[src/rtl/bf2_cplx_stage.sv]
// bf2_cplx_stage: pipelined radix-2 complex butterfly.
//   y0 = a + b*w, y1 = a - b*w, with an optional per-beat /2 and a sticky overflow flag.
// The pipeline has three register stages:
//   S1 holds the four partial products.
//   S2 holds the rounded twiddled value t = b*w.
//   S3 holds the reduced results.
// A single global stall (adv) moves all three stages together.
// Build option BF2_SAT_EN:
//   defined   -> out-of-range results clamp to the DW-bit signed limits.
//   undefined -> out-of-range results wrap (the low DW bits are kept).
// ovf is set on out-of-range results in both builds.
module bf2_cplx_stage #(
    parameter int DW  = 16,
    parameter int TW  = 16,
    parameter int FCW = 16
) (
    input  logic            clk,
    input  logic            reset_n,
    input  logic            clr_ovf,
    input  logic            in_valid,
    output logic            in_ready,
    input  logic            in_last,
    input  logic            scale,
    input  logic [DW-1:0]   a_re,
    input  logic [DW-1:0]   a_im,
    input  logic [DW-1:0]   b_re,
    input  logic [DW-1:0]   b_im,
    input  logic [TW-1:0]   w_re,
    input  logic [TW-1:0]   w_im,
    output logic            out_valid,
    input  logic            out_ready,
    output logic            out_last,
    output logic [DW-1:0]   y0_re,
    output logic [DW-1:0]   y0_im,
    output logic [DW-1:0]   y1_re,
    output logic [DW-1:0]   y1_im,
    output logic            ovf,
    output logic [FCW-1:0]  frame_cnt
);

    // Product width: a DW x TW signed multiply fits exactly in DW+TW bits.
    localparam int PW = DW + TW;
    // Sum width: three guard bits above DW cover a +/- t, where t needs DW+2 bits.
    localparam int SW = DW + 3;
    // Round-half-up constant: half an LSB of the Q1.(TW-1) product scaling.
    localparam logic [PW:0] RND = (PW+1)'(1) << (TW-2);

    // ------------------------------------------------------------------
    // Helpers
    // ------------------------------------------------------------------

    // Returns 1 when an SW-bit signed value is representable in DW bits signed.
    function automatic logic fits_dw(input logic [SW-1:0] v);
        return (&v[SW-1:DW-1]) || !(|v[SW-1:DW-1]);
    endfunction

    // Optional arithmetic shift right by one (truncating) at full sum width.
    function automatic logic [SW-1:0] scale_sh(input logic sc, input logic [SW-1:0] v);
        return sc ? {v[SW-1], v[SW-1:1]} : v;
    endfunction

    // Reduces an SW-bit value to DW bits: clamp or wrap, depending on the build.
    function automatic logic [DW-1:0] reduce_dw(input logic [SW-1:0] v);
`ifdef BF2_SAT_EN
        if (!fits_dw(v)) begin
            return v[SW-1] ? {1'b1, {(DW-1){1'b0}}} : {1'b0, {(DW-1){1'b1}}};
        end
`endif
        return v[DW-1:0];
    endfunction

    // ------------------------------------------------------------------
    // Stage registers
    // ------------------------------------------------------------------

    // Stage S1
    logic            v1_q, last1_q, scale1_q;
    logic [DW-1:0]   a_re1_q, a_im1_q;
    logic [PW-1:0]   p_rr_q, p_ii_q, p_ri_q, p_ir_q;
    logic [PW-1:0]   p_rr_d, p_ii_d, p_ri_d, p_ir_d;

    // Stage S2
    logic            v2_q, last2_q, scale2_q;
    logic [DW-1:0]   a_re2_q, a_im2_q;
    logic [DW+1:0]   t_re_q, t_im_q;
    logic [DW+1:0]   t_re_d, t_im_d;

    // Stage S3
    logic            v3_q, last3_q;
    logic [DW-1:0]   y0_re_q, y0_im_q, y1_re_q, y1_im_q;
    logic [DW-1:0]   y0_re_d, y0_im_d, y1_re_d, y1_im_d;

    // Sticky flag and frame counter
    logic            ovf_q, ovf_d, ovf_hit;
    logic [FCW-1:0]  frame_cnt_q;

    // Global advance
    logic            adv;

    // The whole pipeline advances when the output is free or holds a bubble.
    always_comb begin
        adv = out_ready || !v3_q;
    end

    assign in_ready = adv;

    // ------------------------------------------------------------------
    // S1: full-precision partial products
    // ------------------------------------------------------------------

    // Operands are sign-extended to the product width. The low PW bits of
    // each multiply are then the exact signed product.
    logic [PW-1:0] b_re_x, b_im_x, w_re_x, w_im_x;

    // Sign-extend the operands and form the four partial products.
    always_comb begin
        b_re_x = {{TW{b_re[DW-1]}}, b_re};
        b_im_x = {{TW{b_im[DW-1]}}, b_im};
        w_re_x = {{DW{w_re[TW-1]}}, w_re};
        w_im_x = {{DW{w_im[TW-1]}}, w_im};
        p_rr_d = b_re_x * w_re_x;
        p_ii_d = b_im_x * w_im_x;
        p_ri_d = b_re_x * w_im_x;
        p_ir_d = b_im_x * w_re_x;
    end

    // S1 register: accept a new beat (or a bubble) whenever the pipeline advances.
    // NOTE: the datapath registers are reset as well as the valid bits. Downstream
    // logic therefore sees zeros, never X, on y* after reset.
    always_ff @(posedge clk or negedge reset_n) begin
        if (!reset_n) begin
            v1_q     <= 1'b0;
            last1_q  <= 1'b0;
            scale1_q <= 1'b0;
            a_re1_q  <= '0;
            a_im1_q  <= '0;
            p_rr_q   <= '0;
            p_ii_q   <= '0;
            p_ri_q   <= '0;
            p_ir_q   <= '0;
        end else if (adv) begin
            // NOTE: sequential state uses non-blocking assignments. All stages
            // then sample the previous-cycle values of their neighbours.
            v1_q     <= in_valid;
            last1_q  <= in_last;
            scale1_q <= scale;
            a_re1_q  <= a_re;
            a_im1_q  <= a_im;
            p_rr_q   <= p_rr_d;
            p_ii_q   <= p_ii_d;
            p_ri_q   <= p_ri_d;
            p_ir_q   <= p_ir_d;
        end
    end

    // ------------------------------------------------------------------
    // S2: twiddled value, rounded half-up, kept at DW+2 bits
    // ------------------------------------------------------------------

    logic [PW:0] sum_re, sum_im;

    // The low TW-1 bits are dropped by the rounding slice.
    logic unused_round_bits;

    // Combine the partial products, add half an LSB, and take the integer part.
    // NOTE: every always_comb output gets a value on every path (assigned
    // unconditionally here). This keeps the block free of inferred latches.
    always_comb begin
        sum_re = {p_rr_q[PW-1], p_rr_q} - {p_ii_q[PW-1], p_ii_q} + RND;
        sum_im = {p_ri_q[PW-1], p_ri_q} + {p_ir_q[PW-1], p_ir_q} + RND;
        // Selecting bits [TW-1 +: DW+2] is an arithmetic shift right by TW-1
        // (floor). The slice ends exactly at the sum MSB.
        t_re_d = sum_re[TW-1 +: DW+2];
        t_im_d = sum_im[TW-1 +: DW+2];
    end

    assign unused_round_bits = ^{sum_re[TW-2:0], sum_im[TW-2:0]};

    // S2 register: carry a, scale and last alongside the twiddled value.
    always_ff @(posedge clk or negedge reset_n) begin
        if (!reset_n) begin
            v2_q     <= 1'b0;
            last2_q  <= 1'b0;
            scale2_q <= 1'b0;
            a_re2_q  <= '0;
            a_im2_q  <= '0;
            t_re_q   <= '0;
            t_im_q   <= '0;
        end else if (adv) begin
            v2_q     <= v1_q;
            last2_q  <= last1_q;
            scale2_q <= scale1_q;
            a_re2_q  <= a_re1_q;
            a_im2_q  <= a_im1_q;
            t_re_q   <= t_re_d;
            t_im_q   <= t_im_d;
        end
    end

    // ------------------------------------------------------------------
    // S3: butterfly sums, optional /2, reduction to DW bits
    // ------------------------------------------------------------------

    logic [SW-1:0] s0_re, s0_im, s1_re, s1_im;

    // Form a +/- t at DW+3 bits, scale, reduce, and detect out-of-range results.
    always_comb begin
        s0_re = scale_sh(scale2_q, {{3{a_re2_q[DW-1]}}, a_re2_q} + {t_re_q[DW+1], t_re_q});
        s0_im = scale_sh(scale2_q, {{3{a_im2_q[DW-1]}}, a_im2_q} + {t_im_q[DW+1], t_im_q});
        s1_re = scale_sh(scale2_q, {{3{a_re2_q[DW-1]}}, a_re2_q} - {t_re_q[DW+1], t_re_q});
        s1_im = scale_sh(scale2_q, {{3{a_im2_q[DW-1]}}, a_im2_q} - {t_im_q[DW+1], t_im_q});

        y0_re_d = reduce_dw(s0_re);
        y0_im_d = reduce_dw(s0_im);
        y1_re_d = reduce_dw(s1_re);
        y1_im_d = reduce_dw(s1_im);

        ovf_hit = v2_q && !(fits_dw(s0_re) && fits_dw(s0_im) &&
                            fits_dw(s1_re) && fits_dw(s1_im));
    end

    // S3 register: results load only for real beats. A bubble leaves the last
    // results visible, with out_valid low.
    always_ff @(posedge clk or negedge reset_n) begin
        if (!reset_n) begin
            v3_q    <= 1'b0;
            last3_q <= 1'b0;
            y0_re_q <= '0;
            y0_im_q <= '0;
            y1_re_q <= '0;
            y1_im_q <= '0;
        end else if (adv) begin
            v3_q    <= v2_q;
            last3_q <= v2_q && last2_q;
            if (v2_q) begin
                y0_re_q <= y0_re_d;
                y0_im_q <= y0_im_d;
                y1_re_q <= y1_re_d;
                y1_im_q <= y1_im_d;
            end
        end
    end

    // ------------------------------------------------------------------
    // Sticky overflow flag and frame counter
    // ------------------------------------------------------------------

    // Next-state logic for ovf. A new overflow loading into S3 takes priority
    // over a same-cycle clear.
    always_comb begin
        ovf_d = ovf_q;
        if (clr_ovf) begin
            ovf_d = 1'b0;
        end
        if (adv && ovf_hit) begin
            ovf_d = 1'b1;
        end
    end

    // ovf register.
    always_ff @(posedge clk or negedge reset_n) begin
        if (!reset_n) begin
            ovf_q <= 1'b0;
        end else begin
            ovf_q <= ovf_d;
        end
    end

    // Count completed frames: each output handshake that carries out_last.
    always_ff @(posedge clk or negedge reset_n) begin
        if (!reset_n) begin
            frame_cnt_q <= '0;
        end else if (v3_q && out_ready && last3_q) begin
            frame_cnt_q <= frame_cnt_q + FCW'(1);
        end
    end

    // ------------------------------------------------------------------
    // Outputs
    // ------------------------------------------------------------------

    assign out_valid = v3_q;
    assign out_last  = last3_q;
    assign y0_re     = y0_re_q;
    assign y0_im     = y0_im_q;
    assign y1_re     = y1_re_q;
    assign y1_im     = y1_im_q;
    assign ovf       = ovf_q;
    assign frame_cnt = frame_cnt_q;

endmodule
[config.mk]
export PLATFORM = sky130hd
export DESIGN_NAME = bf2_cplx_stage
export DESIGN_NICKNAME = d
export VERILOG_FILES = /design/src/rtl/bf2_cplx_stage.sv
export SDC_FILE = /design/constraint.sdc
export NUM_CORES = 2
export LEC_CHECK = 0
export ABC_AREA = 1
export CAP_MARGIN = 30
export CORE_MARGIN = 3
export CORE_UTILIZATION = 34
export CTS_CLUSTER_SIZE = 25
export DETAILED_ROUTE_END_ITERATION = 6
export PLACE_DENSITY = 0.6
export SLEW_MARGIN = 40
export SYNTH_ARGS = -nofsm -noshare
export SYNTH_HDL_FRONTEND = slang
export SYNTH_SLANG_ARGS = --single-unit
[constraint.sdc]
create_clock -name clk -period 5.1 [get_ports clk]
set_clock_uncertainty 0.05 [all_clocks]
set_input_delay 1.02 -clock clk [delete_from_list [all_inputs] [get_ports clk]]
set_output_delay 1.02 -clock clk [all_outputs]
set_load 0.03 [all_outputs]
# Yosys cells after proc, flatten, opt, wreduce, memory -nomap -nowiden

Cells that the tools add are included.
Widths: inputs -> output; s select.

Multiplexer cells: 6
Magnitude comparators: 0
Equality and inequality tests: 0
Reductions and logical operators: 29
Multiply operators: 4
Bitwise operators: 0
Divide/modulo/power cells: 0
Shift operators: 0
Add/subtract/negate cells: 9

Operator list:

| kind                   | count |
|---|---|
| $mul 16x16->32         | 4 |
| $mux 18                | 4 |
| $add 33x15->33 const B | 2 |
| $add 16x18->19         | 2 |
| $sub 16x18->19         | 2 |
| $add 32x32->33         | 1 |
| $sub 32x32->33         | 1 |
| $add 16x1->16 const B  | 1 |
| $reduce_and 4->1       | 4 |
| $reduce_or 4->1        | 4 |
| $logic_and 1x1->1      | 8 |
| $logic_not 1->1        | 6 |
| $logic_or 1x1->1       | 5 |
| $mux 1                 | 2 |
| $reduce_and 2->1       | 1 |
| $reduce_bool 2->1      | 1 |

Bits in latches: 0
ROM bits: 0
RAM bits: 0
Output and inout bits: 84
Bits in registers: 317
Memories kept: 0
Bits of input ports: 103

# Logic depth before layout (Yosys ltp)

Depth after elaboration: 12
Depth in mapped cells: 28

# Least setup slack after synthesis

OpenSTA, ideal clock, no wires.

Path kind: input-to-reg
From: in b_im[15]
To: reg p_ii_q[26]
Setup time: 0.130 ns
Buffers on the path: 1
Stages: 20
Path slack: -1.345 ns
Required time: 4.920 ns
Arrival: 6.265 ns
Path through: clkbuf_1 > nand2_1 > inv_1 > fa_1 > fa_1 > fa_1 > fa_1 > fa_1 > inv_1 > fa_1 > inv_1 > ha_1 > a21oi_1 > o21ai_0 > a21oi_1 > nand3_1 > a31o_2 > or2_2 > nand3_1 > o21ai_0

Cells in the longest elaborated chain, start to end: 1

RTL lines:

| element                | RTL line | source |
|---|---|---|
| start: declaration     | 27       | `input logic [DW-1:0] b_im,` |
| $mul 16x16->32         | 122      | `p_ii_d = b_im_x * w_im_x;` |
| end signal: assignment | 150      | `p_ii_q <= p_ii_d;` |
| end: declaration       | 79       | `logic [PW-1:0] p_rr_q, p_ii_q, p_ri_q, p_ir_q;` |

No other way between the ends.
A chain may end at the register's enable or synchronous reset.

# Final worst setup path

From: in b_im[15]
To: reg p_ir_q[30]

Cells in the longest elaborated chain, start to end: 1

RTL lines:

| element                | RTL line | source |
|---|---|---|
| $mul 16x16->32         | 124      | `p_ir_d = b_im_x * w_re_x;` |
| end signal: assignment | 152      | `p_ir_q <= p_ir_d;` |
| end: declaration       | 79       |  |

No other way between the ends.

==> flow_summary.toml <==
[run_status]
status = "finished, violations left"
violations = "setup timing"

[synth]
synth_compound_area_share_pct = 6.716
synth_area_um2 = 61740
synth-simple-area-share_pct = 19.48
synth-seq-area-share_pct = 12.85
ys_warn_count = 0
syn_inst = 8037
synth_top_area_cell = "fa_1"
synthAdderAreaFrac_pct = 44.71
async_flop_share_pct = 100.0
synth_xor_area_share_pct = 1.958
ys_top_cells_by_area = "fa_1, nand2_1, dfrtp_1, inv_1, ha_1"
synth_flop_cell = "dfrtp_1"
yosysUniqueCellTypes = 61
syn_nets = 9715
synth_top_family_by_area = "adder cells"
synth_common_cells = "nand2_1, inv_1, fa_1"
synth_mux_area_share_pct = 0.01824
synth_top_cell_area_share_pct = 34.11
avgSynthCellArea_um2 = 7.682
yosys.cell_count.top_type = "nand2_1"
synth_edf_count = 0
synth_seq_cells = 317

[routing]
drt_iter0_drc = 3693
num_vias = 55600
drt_drc_violations_left = 0
vias_per_cell = 4.823
dr.pass1.iters = 6
ant_nets = 0
wire_per_inst_um = 19.07
wl_um = 219900

[clock_tree]
clock_sinks = 317
numCtsBuffers = 37
cts_root_buffer = "clkbuf_16"
cts_hold_buffers = 0
cts_buffer_depth = 3
path_clk_slew_ps = 60
clk-insertion-delay-late_ps = 600
h-tree-depth = 2
cts_tree = "yes"

[die]
die_h_um = 432.1
rows = 155
die_x_um = 432.1
core_um2 = 179400
pin_count = 187
die_area_um2 = 186700
start_util_pct = 34.42

[timing]
maxSlewHeadroom_pct = 46.14
tightest_slew_ps = 806.0
min_period_over_period_pct = 117.7
fin_crit_ps = 6004
layout_setup_ws_ps = -903.8
maxSlewViolCount = 0
finalSetupTns_ps = -53170
rsz0062_at_grt = "true"
setup_viol = 91
fmax_ghz = 0.1666
hold_violations = 0

[worst_setup_path]
cp-end-kind = "register"
path_cells = "buf_12 > buf_12 > buf_12 > nand2_4 > inv_2 > fa_2 > fa_2 > buf_12 > buf_6 > fa_2 > buf_6 > fa_1 > inv_1 > fa_1 > inv_2 > fa_2 > ha_4 > buf_4 > a211oi_2 > o211a_1 > nand2_1 > nand2_1 > nand3_2 > nand2_1"
worstSetupPathType = "in -> reg"
critPathMaxFanout = 6
crit_slowest_cell = "fa_2"
cp.arrival_ps = 6490
required_ps = 5590
rr_startpoint = "p_ii_q[15]$_DFFE_PN0N_"
startpoint_type = "input pin"
max_stage_delay_ps = 650
critPathLaunch = "b_im[15]"

[placement]
io_buffer_count = 186
globalplace.congestion = 0.9504
dp_hpwl_um = 168100

[finish]
utilization_pct = 47.40
drive_gt1_share_pct = 28.53
syn2layout_area_growth_pct = 37.72
num-nets-final = 10820

[grt]
grt_usage_pct = 23.46
grt_pass1_vias = 58370
antenna_found_initial = 4
gr-total-overflow = 0
grt_pass1_wl_um = 339200
grt_start_max_net_pins = 125

[min_path]
hp-class = "in -> async"

[flow_run]
drv_cap = 0
[per-stage QoR]
stage / worst slack [ps] / std cells / instance area [um^2] / hold slack, ps
finish: -903.8 / 11530 / 85040 / 287.2
global route: -1007 / 11530 / 85030 / 285.3
CTS: -829.5 / 11410 / 81920 / 257.0
detailed placement: -2015 / 11060 / 74310 / 411.1
global placement: -2048 / 11060 / 74260 / 403.6
floorplan: -925.3 / 8037 / 64820 / 381.7
[final timing paths]
kind	slack (ps)	depth (start not counted)	to
min	290	1	a_im1_q[4]$_DFFE_PN0N_
min in group clk	420	2	a_re2_q[9]$_DFFE_PN0N_
min reg2reg	420	2	a_re2_q[9]$_DFFE_PN0N_
max reg2reg	2130	12	t_re_q[11]$_DFFE_PN0N_
max	-900	24	p_ir_q[30]$_DFFE_PN0N_
max in group asynchronous	3520	3	scale2_q$_DFFE_PN0N_
[layer usage]
| layer | vias to the layer above | share of wire (%) | track usage [%] |
|---|---|---|---|
| met3 | 368 | 6.2 | 2.960 |
| met2 | 1725 | 46 | 39.05 |
| met1 | 27510 | 42 | 30.86 |
| li1 | 26000 | - | - |
| met4 | 2 | 5.4 | 9.607 |
| met5 | - | 0.0059 | 0 |
[cells by family after synthesis]
kind of cell	after synthesis
xor gates and xnor gates	138
muxes	1
adders and majority gates	1575
buffers and inverters	2325
DFF	317
AOI/OAI and AO/OA	716
and+or+nand+nor	2965
[flip-flops by register name (all words and copies together), names as in the netlist, 18 cells and up]
| signal | cells |
|---|---|
| p_ii_q | 32 |
| p_ir_q | 32 |
| p_ri_q | 32 |
| p_rr_q | 32 |
| t_im_q | 18 |
| t_re_q | 18 |
[cell usage in the layout, fill, tap and decap left out, types with 20 or more instances in the layout]
| cell type | instances |
|---|---|
| or2_4 | 39 |
| nand2_2 | 166 |
| nand3_2 | 59 |
| o21ai_4 | 20 |
| buf_16 | 30 |
| or2_2 | 21 |
| xor2_1 | 76 |
| nand3_4 | 23 |
| xnor2_1 | 52 |
| o21ai_2 | 32 |
| dfrtp_1 | 316 |
| clkdlybuf4s50_1 | 123 |
| nor2_2 | 35 |
| nor3_1 | 29 |
| fa_1 | 922 |
| buf_12 | 151 |
| o21ai_1 | 73 |
| nor2_4 | 38 |
| nand3_1 | 174 |
| nor2_1 | 241 |
| o21ai_0 | 152 |
| inv_1 | 1682 |
| nand2_1 | 1935 |
| buf_4 | 749 |
| nand4_1 | 38 |
| a21o_1 | 20 |
| buf_8 | 58 |
| inv_4 | 21 |
| buf_6 | 222 |
| inv_2 | 325 |
| a21oi_1 | 163 |
| clkbuf_16 | 42 |
| ha_1 | 406 |
| ha_4 | 107 |
| nand2_4 | 97 |
| fa_2 | 130 |
| o211ai_1 | 25 |
| a21oi_2 | 64 |
| a21oi_4 | 50 |
[repair_timing]
item,4_1_cts,5_1_grt
buffers inserted,255,153
cloned,45,5
endpoints found under the hold margin,0,0
setup endpoints to repair,98,97
resized for setup,1231,695
pin swaps,516,583
[critical path: cells and delay by family]
kind,cells,cell delay (ps)
simple gates,5,340
buf+inv,10,1080
compound gates,2,490
fa+ha+maj,7,3540
[cell type report]
cell class / instances / area (um^2)
fill: 16950 / 94360
multi-input combinational: 5395 / 50530
timing repair buffer: 1363 / 14700
sequential: 317 / 7934
inverter: 2032 / 7694
tap: 2355 / 2947
clock buffer: 45 / 965.9
clock inverter: 20 / 256.5
antenna: 2 / 5.005
Power is left out: the tool's default activity adds up to more than one toggle a clock period on the data nets, which glitch-free logic cannot reach.
